File: src/rtl/core_ctrl.sv
// core_ctrl: sequences one kij pass of weight load, activation execute and psum write-back into the core instruction word
module core_ctrl #(
    parameter int col = 8,
    parameter int row = 8,
    parameter int len_nij = 36,
    parameter int gap = 10,
    parameter logic [10:0] w_base = 11'h400
) (
    input  logic        clk,
    input  logic        reset,
    input  logic        start,
    input  logic [3:0]  kij,
    input  logic        ofifo_valid,
    output logic [33:0] inst,
    output logic        busy,
    output logic        done,
    output logic        err
);
    typedef enum logic [3:0] {IDLE, W_L0, W_LD, GAP, A_L0, EXEC, DRAIN, O_RD, DONE} state_t;
    localparam logic [33:0] idle_w = 34'h1_800C_0000;
    localparam logic [15:0] t_wl0 = 16'(col);
    localparam logic [15:0] t_wld = 16'(col + row - 1);
    localparam logic [15:0] t_gap = 16'(gap - 1);
    localparam logic [15:0] t_al0 = 16'(len_nij);
    localparam logic [15:0] t_ex = 16'(len_nij - 1);
    localparam logic [10:0] nl = 11'(len_nij);
    state_t state_q, state_d;
    logic [15:0] cnt_q, cnt_d;
    logic [10:0] n_q, n_d;
    logic [3:0] kij_q, kij_d;
    logic wr_q, wr_d;
    logic err_q, err_d;
    logic [33:0] inst_q, inst_d;
    logic rd;
    always_comb begin
        state_d = state_q;
        cnt_d = cnt_q + 16'd1;
        n_d = n_q;
        kij_d = kij_q;
        wr_d = 1'b0;
        err_d = 1'b0;
        inst_d = idle_w;
        rd = 1'b0;
        case (state_q)
            IDLE: begin
                cnt_d = '0;
                err_d = start && (kij > 4'd8);
                if (start && kij <= 4'd8) begin
                    kij_d = kij;
                    state_d = W_L0;
                end
            end
            W_L0: begin
                inst_d[19] = ~(cnt_q < t_wl0);
                inst_d[17:7] = (cnt_q < t_wl0) ? w_base + cnt_q[10:0] : 11'd0;
                inst_d[2] = cnt_q != '0;
                if (cnt_q == t_wl0) begin
                    state_d = W_LD;
                    cnt_d = '0;
                end
            end
            W_LD: begin
                inst_d[3] = 1'b1;
                inst_d[0] = 1'b1;
                if (cnt_q == t_wld) begin
                    state_d = GAP;
                    cnt_d = '0;
                end
            end
            GAP: begin
                if (cnt_q == t_gap) begin
                    state_d = A_L0;
                    cnt_d = '0;
                end
            end
            A_L0: begin
                inst_d[19] = ~(cnt_q < t_al0);
                inst_d[17:7] = (cnt_q < t_al0) ? cnt_q[10:0] : 11'd0;
                inst_d[2] = cnt_q != '0;
                if (cnt_q == t_al0) begin
                    state_d = EXEC;
                    cnt_d = '0;
                end
            end
            EXEC: begin
                inst_d[3] = 1'b1;
                inst_d[1] = 1'b1;
                if (cnt_q == t_ex) begin
                    state_d = DRAIN;
                    cnt_d = '0;
                end
            end
            DRAIN: begin
                if (ofifo_valid) begin
                    state_d = O_RD;
                    cnt_d = '0;
                    n_d = '0;
                end
            end
            O_RD: begin
                // each read is written to pmem on the following cycle, so n already points past it
                rd = ofifo_valid && (n_q < nl);
                inst_d[6] = rd;
                n_d = n_q + {10'd0, rd};
                wr_d = rd;
                if (wr_q) begin
                    inst_d[32] = 1'b0;
                    inst_d[31] = 1'b0;
                    inst_d[30:20] = {7'd0, kij_q} * nl + n_q - 11'd1;
                end
                if (wr_q && n_q == nl) begin
                    state_d = DONE;
                    cnt_d = '0;
                end
            end
            DONE: begin
                state_d = IDLE;
                cnt_d = '0;
            end
            default: state_d = IDLE;
        endcase
    end
    always_ff @(posedge clk or negedge reset) begin
        if (!reset) begin
            state_q <= IDLE;
            cnt_q <= '0;
            n_q <= '0;
            kij_q <= '0;
            wr_q <= 1'b0;
            err_q <= 1'b0;
            inst_q <= idle_w;
        end else begin
            state_q <= state_d;
            cnt_q <= cnt_d;
            n_q <= n_d;
            kij_q <= kij_d;
            wr_q <= wr_d;
            err_q <= err_d;
            inst_q <= inst_d;
        end
    end
    assign inst = inst_q;
    assign busy = state_q != IDLE;
    assign done = state_q == DONE;
    assign err = err_q;
endmodule

File: config.mk
export PLATFORM = sky130hd
export DESIGN_NAME = core_ctrl
export DESIGN_NICKNAME = d
export VERILOG_FILES = /design/src/rtl/core_ctrl.sv
export SDC_FILE = /design/constraint.sdc
export NUM_CORES = 1
export LEC_CHECK = 0
export BUFFER_PORTS_ARGS = -buffer_cell sky130_fd_sc_hd__clkbuf_2
export CORE_MARGIN = 2
export CORE_UTILIZATION = 44
export CTS_CLUSTER_SIZE = 8
export DETAILED_ROUTE_END_ITERATION = 8
export PLACE_DENSITY = 0.66
export SETUP_SLACK_MARGIN = 0.5
export SLEW_MARGIN = 25
export SYNTH_ARGS = -nofsm -noshare
export SYNTH_HDL_FRONTEND = slang
export SYNTH_SLANG_ARGS = --single-unit
File: constraint.sdc
create_clock -name clk -period 2.7 [get_ports clk]
set_clock_uncertainty 0.2 [all_clocks]
set_input_delay 0.81 -clock clk [delete_from_list [all_inputs] [get_ports clk]]
set_output_delay 0.81 -clock clk [all_outputs]
set_load 0.05 [all_outputs]
# Word level (Yosys, flattened, before mapping)
# Index checks and enable logic that the tools add are counted.
# Widths: inputs -> output; s select.
# word_totals
output_inout_bits	37
elab_cells	87
in_bits	8
ff_bits	67
# op_classes
mul	1
reduce_logical	14
n_lt_le_gt_ge	5
eq_ne	22
addsub	5
bitwise	2
mux	31
# op_table
operator	n
$pmux 16 s8	1
$mux 16	7
$eq 16x4->1 const B	3
$pmux 11 s2	2
$mux 11	3
$eq 16x6->1 const B	2
$mux 4	8
$pmux 4 s8	1
$mux 13	2
$add 16x1->16 const B	1
$eq 4x3->1 const B	4
$lt 16x4->1 const B	1
$lt 16x6->1 const B	1
$ne 2x2->1 const B	8
$reduce_bool 16->1	1
$add 10x11->11	1
$add 11x1->11	1
$add 11x11->11 const A	1
$eq 11x6->1 const B	1
$lt 11x6->1 const B	1
$sub 11x1->11 const B	1
$eq 4x2->1 const B	2
$mul 4x4->8 const B	1
$reduce_and 8->1	1
other kinds (13)	25

# Longest topological paths before layout
# logic_depth
ltp_word	5
mapped_depth	12
ltp_nobuf	12

# Worst setup path before layout
# No wires, ideal clock.
# synth_timing
path_kind	flip-flop to flip-flop
startpoint	register kij_q[3]
endpoint	register inst_q[30] (netlist: inst[30])
synth_period_minus_slack_ps	2885
stages_incl_launch_ff	12
path_buffers	0
setup_time_ps	127
arrival_ps	2558
setup_slack_ps	-185
required_time_ps	2373
path_cell_list	dfrtp_1 -> ha_1 -> ha_1 -> ha_1 -> xnor2_1 -> ha_1 -> inv_1 -> ha_1 -> a21o_1 -> a2111oi_0 -> o31a_1 -> nor3_1
# synth_via
elab_chain_len	5
# synth_lines
element	line	rtl
start: declaration	30	logic [3:0] kij_q, kij_d;
start signal: assignment	136	kij_q <= kij_d;
$mul 4x4->8	109	inst_d[30:20] = {7'd0, kij_q} * nl + n_q - 11'd1;
$add 10x11->11	109	
$sub 11x1->11	109	
$mux 13	106	if (wr_q) begin
$mux 13	44	case (state_q)
named net inst_d[30]	33	logic [33:0] inst_q, inst_d;
end signal: assignment	131	inst_q <= idle_w;
end signal: assignment	139	inst_q <= inst_d;
end: declaration	33	
# The timed path passes the listed nets, and every way through them passes these cells.
# A chain may end at the register's enable or synchronous reset.

# Worst setup path in the final report
# layout_timing
startpoint	register kij_q[0]
endpoint	register inst_q[30] (netlist: inst[30])
# Same word-level chain as after synthesis.

==> run summary <==
The run finished, with violations left. The checks that failed: negative setup slack. The floorplan die height is 94.8 um.

The number of global-route vias before repair came out at 2964. The horizontal die dimension was 94.8 um. Across every metal layer, demand over resource in global routing totals 19.8%.

Setup total negative slack on the finished layout was measured at -0.0511 ns. The average cell area after synthesis came out at 9.39 um^2. The fraction of layout cells with a size suffix above 1 came out at 41.1%.

After synthesis, the cell types taking the most area are dfrtp_1 (43%), ha_1 (9.0%), nor2_1 (4.3%). The worst-path maximum fanout is 2. The detailed-routing iteration count for the pre-antenna-repair pass is 4.

Entering global routing, the biggest net connects 29 pins. In this run the clock root is driven by a clkbuf_8. The type of the worst min-delay path was in2async. Cell area power density: 1150 nW/um^2. On the final layout, the worst hold slack is 0.155 ns. After technology mapping, the gate count stands at 386. The run gives 0 as the number of antenna violations at the first check in global routing.

Fill cells in the final layout number 712. Leaving out fill and tap cells, the most frequent cell in the layout is dfrtp_1. The part of the cycle the worst path needs came out at 102%. Class of the most critical setup path: reg2reg. Buffers inserted during clock tree synthesis total 9.

The tools report the number of placement rows as 33. In this run, synthesis produced a sequential element count of 65. The endpoint identified for the worst register-to-register timing path is inst[30]. The cell type with the largest total area after synthesis was dfrtp_1. The H-tree generated during clock tree synthesis spans 3 levels. The run gives 50 as the count of unique library cells instantiated by Yosys.

Buffers placed on the I/O ports in this run total 40. Yosys printed 0 warnings. For flop-to-flop paths, the worst setup slack is -0.05 ns. STA puts the critical path data required time at 2.71 ns. The congestion estimate from routability-driven global placement came to 0.815.

Area of the core: 8090 um^2. Detailed routing inserted a total of 3059 vias. For this run, design rule violations remaining after detail routing come to 0.

The worst setup path is launched from a flip-flop. The number of enable-type register cells in the synthesized netlist is 0. The final layout net count is 507, and the footprint of the multi-input gates is 2280 um^2. Clock sink count: 65. TritonCTS built the clock tree. In this run the worst setup path terminates at inst[30]. The clock passes through at most 2 buffers. For this design the top-level I/O count stands at 45. Summed over all layers, the global routing overflow is 0. Summed over all layers, the routed wires come to 8680 um. The clock reaches the later pin of the worst-skew pair after 0.35 ns. The launching element of the worst setup path is kij_q[0].

After detailed routing, the average wire length per cell comes to 14.9 um. The tools report the critical path arrival as 2.76 ns. Antenna cell count: 0.

The reg-to-reg startpoint is kij_q[0]. IR analysis of the VDD net gives a maximum drop of 0.00102 V. Once detail routing completed, the nets flagged for antenna violations numbered 0.

The number of maximum-capacitance violations came out at 0. The run gives 0 as the final hold violation count. The final setup violation count is 1. The top cell types in the final layout, fill and taps aside, are dfrtp_1 (57), clkbuf_2 (37), buf_4 (37). In the synthesized netlist the async set-or-reset flop fraction comes to 100%. The clock slew at the register clock pins of the worst setup and hold paths is 0.08 ns. Of the post-synthesis cell area, the dominant cell type holds 43.5%. After synthesis the cells add up to 3630 um^2. The number of hold buffers added after CTS was 0. Relative to the synthesized area, the layout overhead comes to 39.3%. The area of the die was 8980 um^2; the worst reg-to-reg path cell count was 12.

For this design the static power due to leakage is 2.32 nW. The run gives 0 as the count of pins over their slew limit. In the final layout, flip-flops and latches occupy 1640 um^2. The post-route minimum period works out to 2.75 ns. The sequential fraction of the synthesis area is 44.9%. The initial utilization of the core area, before any placement, comes to 44.8%. Once placement completed, the tool counted placed cells totaling 545. The detailed router finished its first iteration with 105 violations. Static timing analysis puts the maximum clock frequency at 0.363 GHz. For the worst setup slack after layout, the log shows -0.0511 ns. Summed over all nets, the half-perimeter wirelength after detailed placement is 5970 um.

In the routed layout, each cell is associated on average with a via count of 5.26. Most frequently used flop master after synthesis: dfrtp_1. The run gives 13700 um as the first-pass GRT wire length. The kind of capture point of the worst setup path is a flip-flop. Leaving out filler cells and counting taps, the final layout contains 582.

Setup repair after global routing could not meet its margin everywhere.
==> flip-flops by register name, indices dropped and copies added, names as in the netlist <==
register	flops
err	1
cnt_q	16
inst	29
kij_q	4
n_q	11
state_q	4
==> where the power goes <==
| group | total, mW | switching [mW] | leakage [nW] | internal (mW) |
|---|---|---|---|---|
| Clock | 0.744 | 0.413 | 0.0850 | 0.331 |
| Combinational | 3.81 | 2.06 | 1.37 | 1.75 |
| Sequential | 1.27 | 0.136 | 0.864 | 1.13 |
==> logic make-up (layout without fill, tap and decap cells) <==
family                   count (synthesis)  after routing  synth area share (%)
AO/OA/AOI/OAI                           53             53                  9.63
adder cells (fa/ha/maj)                 27             27                  9.52
AND/OR/NAND/NOR                        148            148                  20.9
flip-flops                              65             65                  44.9
other                                    2              8                 0.207
XOR/XNOR                                24             24                  5.80
buffers and inverters                   61            146                  7.28
multiplexers                             6              6                  1.76
==> timing repair <==
action | CTS | global route
cloned | 0 | 1
pin swaps | 23 | 17
endpoints found under the setup margin | 34 | 36
setup buffers | 15 | 5
resized for setup | 36 | 69
==> cell usage after synthesis, types with 3 or more instances <==
cell,n
dfrtp_1,63
nor2_1,42
inv_1,41
ha_1,26
nand2_1,25
nand3_1,20
o21ai_0,14
xnor2_1,13
and2_1,11
clkbuf_1,11
xor2_1,11
a21oi_1,10
nor3_1,8
nor4_1,8
and3_1,7
buf_4,7
a31oi_1,5
nand4_1,5
o31ai_1,5
nor2b_1,4
or4_1,4
mux2_2,3
mux2i_1,3
or3_1,3
==> worst min-delay path by stage <==
| stage | slack [ns] | startpoint | end | depth (start not counted) |
|---|---|---|---|---|
| after global routing | 0.16 | reset | inst[3] | 1 |
| after detailed placement | 0.31 | n_q[7] | n_q[7] | 1 |
| after CTS | 0.16 | reset | inst[3] | 1 |
| after global placement | 0.30 | n_q[7] | n_q[7] | 1 |
| after floorplan | 0.27 | n_q[6] | n_q[6] | 1 |
| final | 0.16 | reset | inst[3] | 1 |
==> per-layer routing <==
layer	vias to the layer above	wire [um]	part of all wire [%]	track usage, %
li1	1475	-	-	-
met1	1503	3650	42	23.3
met2	67	4570	53	35.0
met3	14	307	3.5	4.47
met4	0	148	1.7	7.61
met5	-	0	0	0
==> cell type report <==
type / instances / share of cell area (%)
timing repair buffer: 89 / 13.4
tap: 105 / 2.60
clock inverter: 7 / 0.941
inverter: 41 / 3.20
multi-input combinational: 266 / 45.1
sequential: 65 / 32.4
clock buffer: 9 / 2.45
==> worst max-delay path: stages (launching register included) <==
cell	delay (ns)
dfrtp_1	0.42
ha_4	0.18
ha_4	0.16
ha_4	0.15
xnor2_1	0.12
ha_1	0.30
inv_2	0.07
ha_4	0.19
a21o_1	0.20
a211o_1	0.27
nor3_2	0.18
o31a_1	0.15
nor3_1	0.05
==> metrics by stage <==
step	power, mW	utilization [%]	instance area (um^2)	setup slack, ns
floorplan	3.49	-	3840	-0.0188
global placement	4.14	53.0	4290	-0.0137
detailed placement	4.20	53.0	4290	-0.0656
CTS	5.36	58.7	4750	-0.0499
global route	6.25	62.4	5050	-0.203
finish	5.82	62.4	5050	-0.0511
Note: power is estimated with default switching activity, not from simulation.
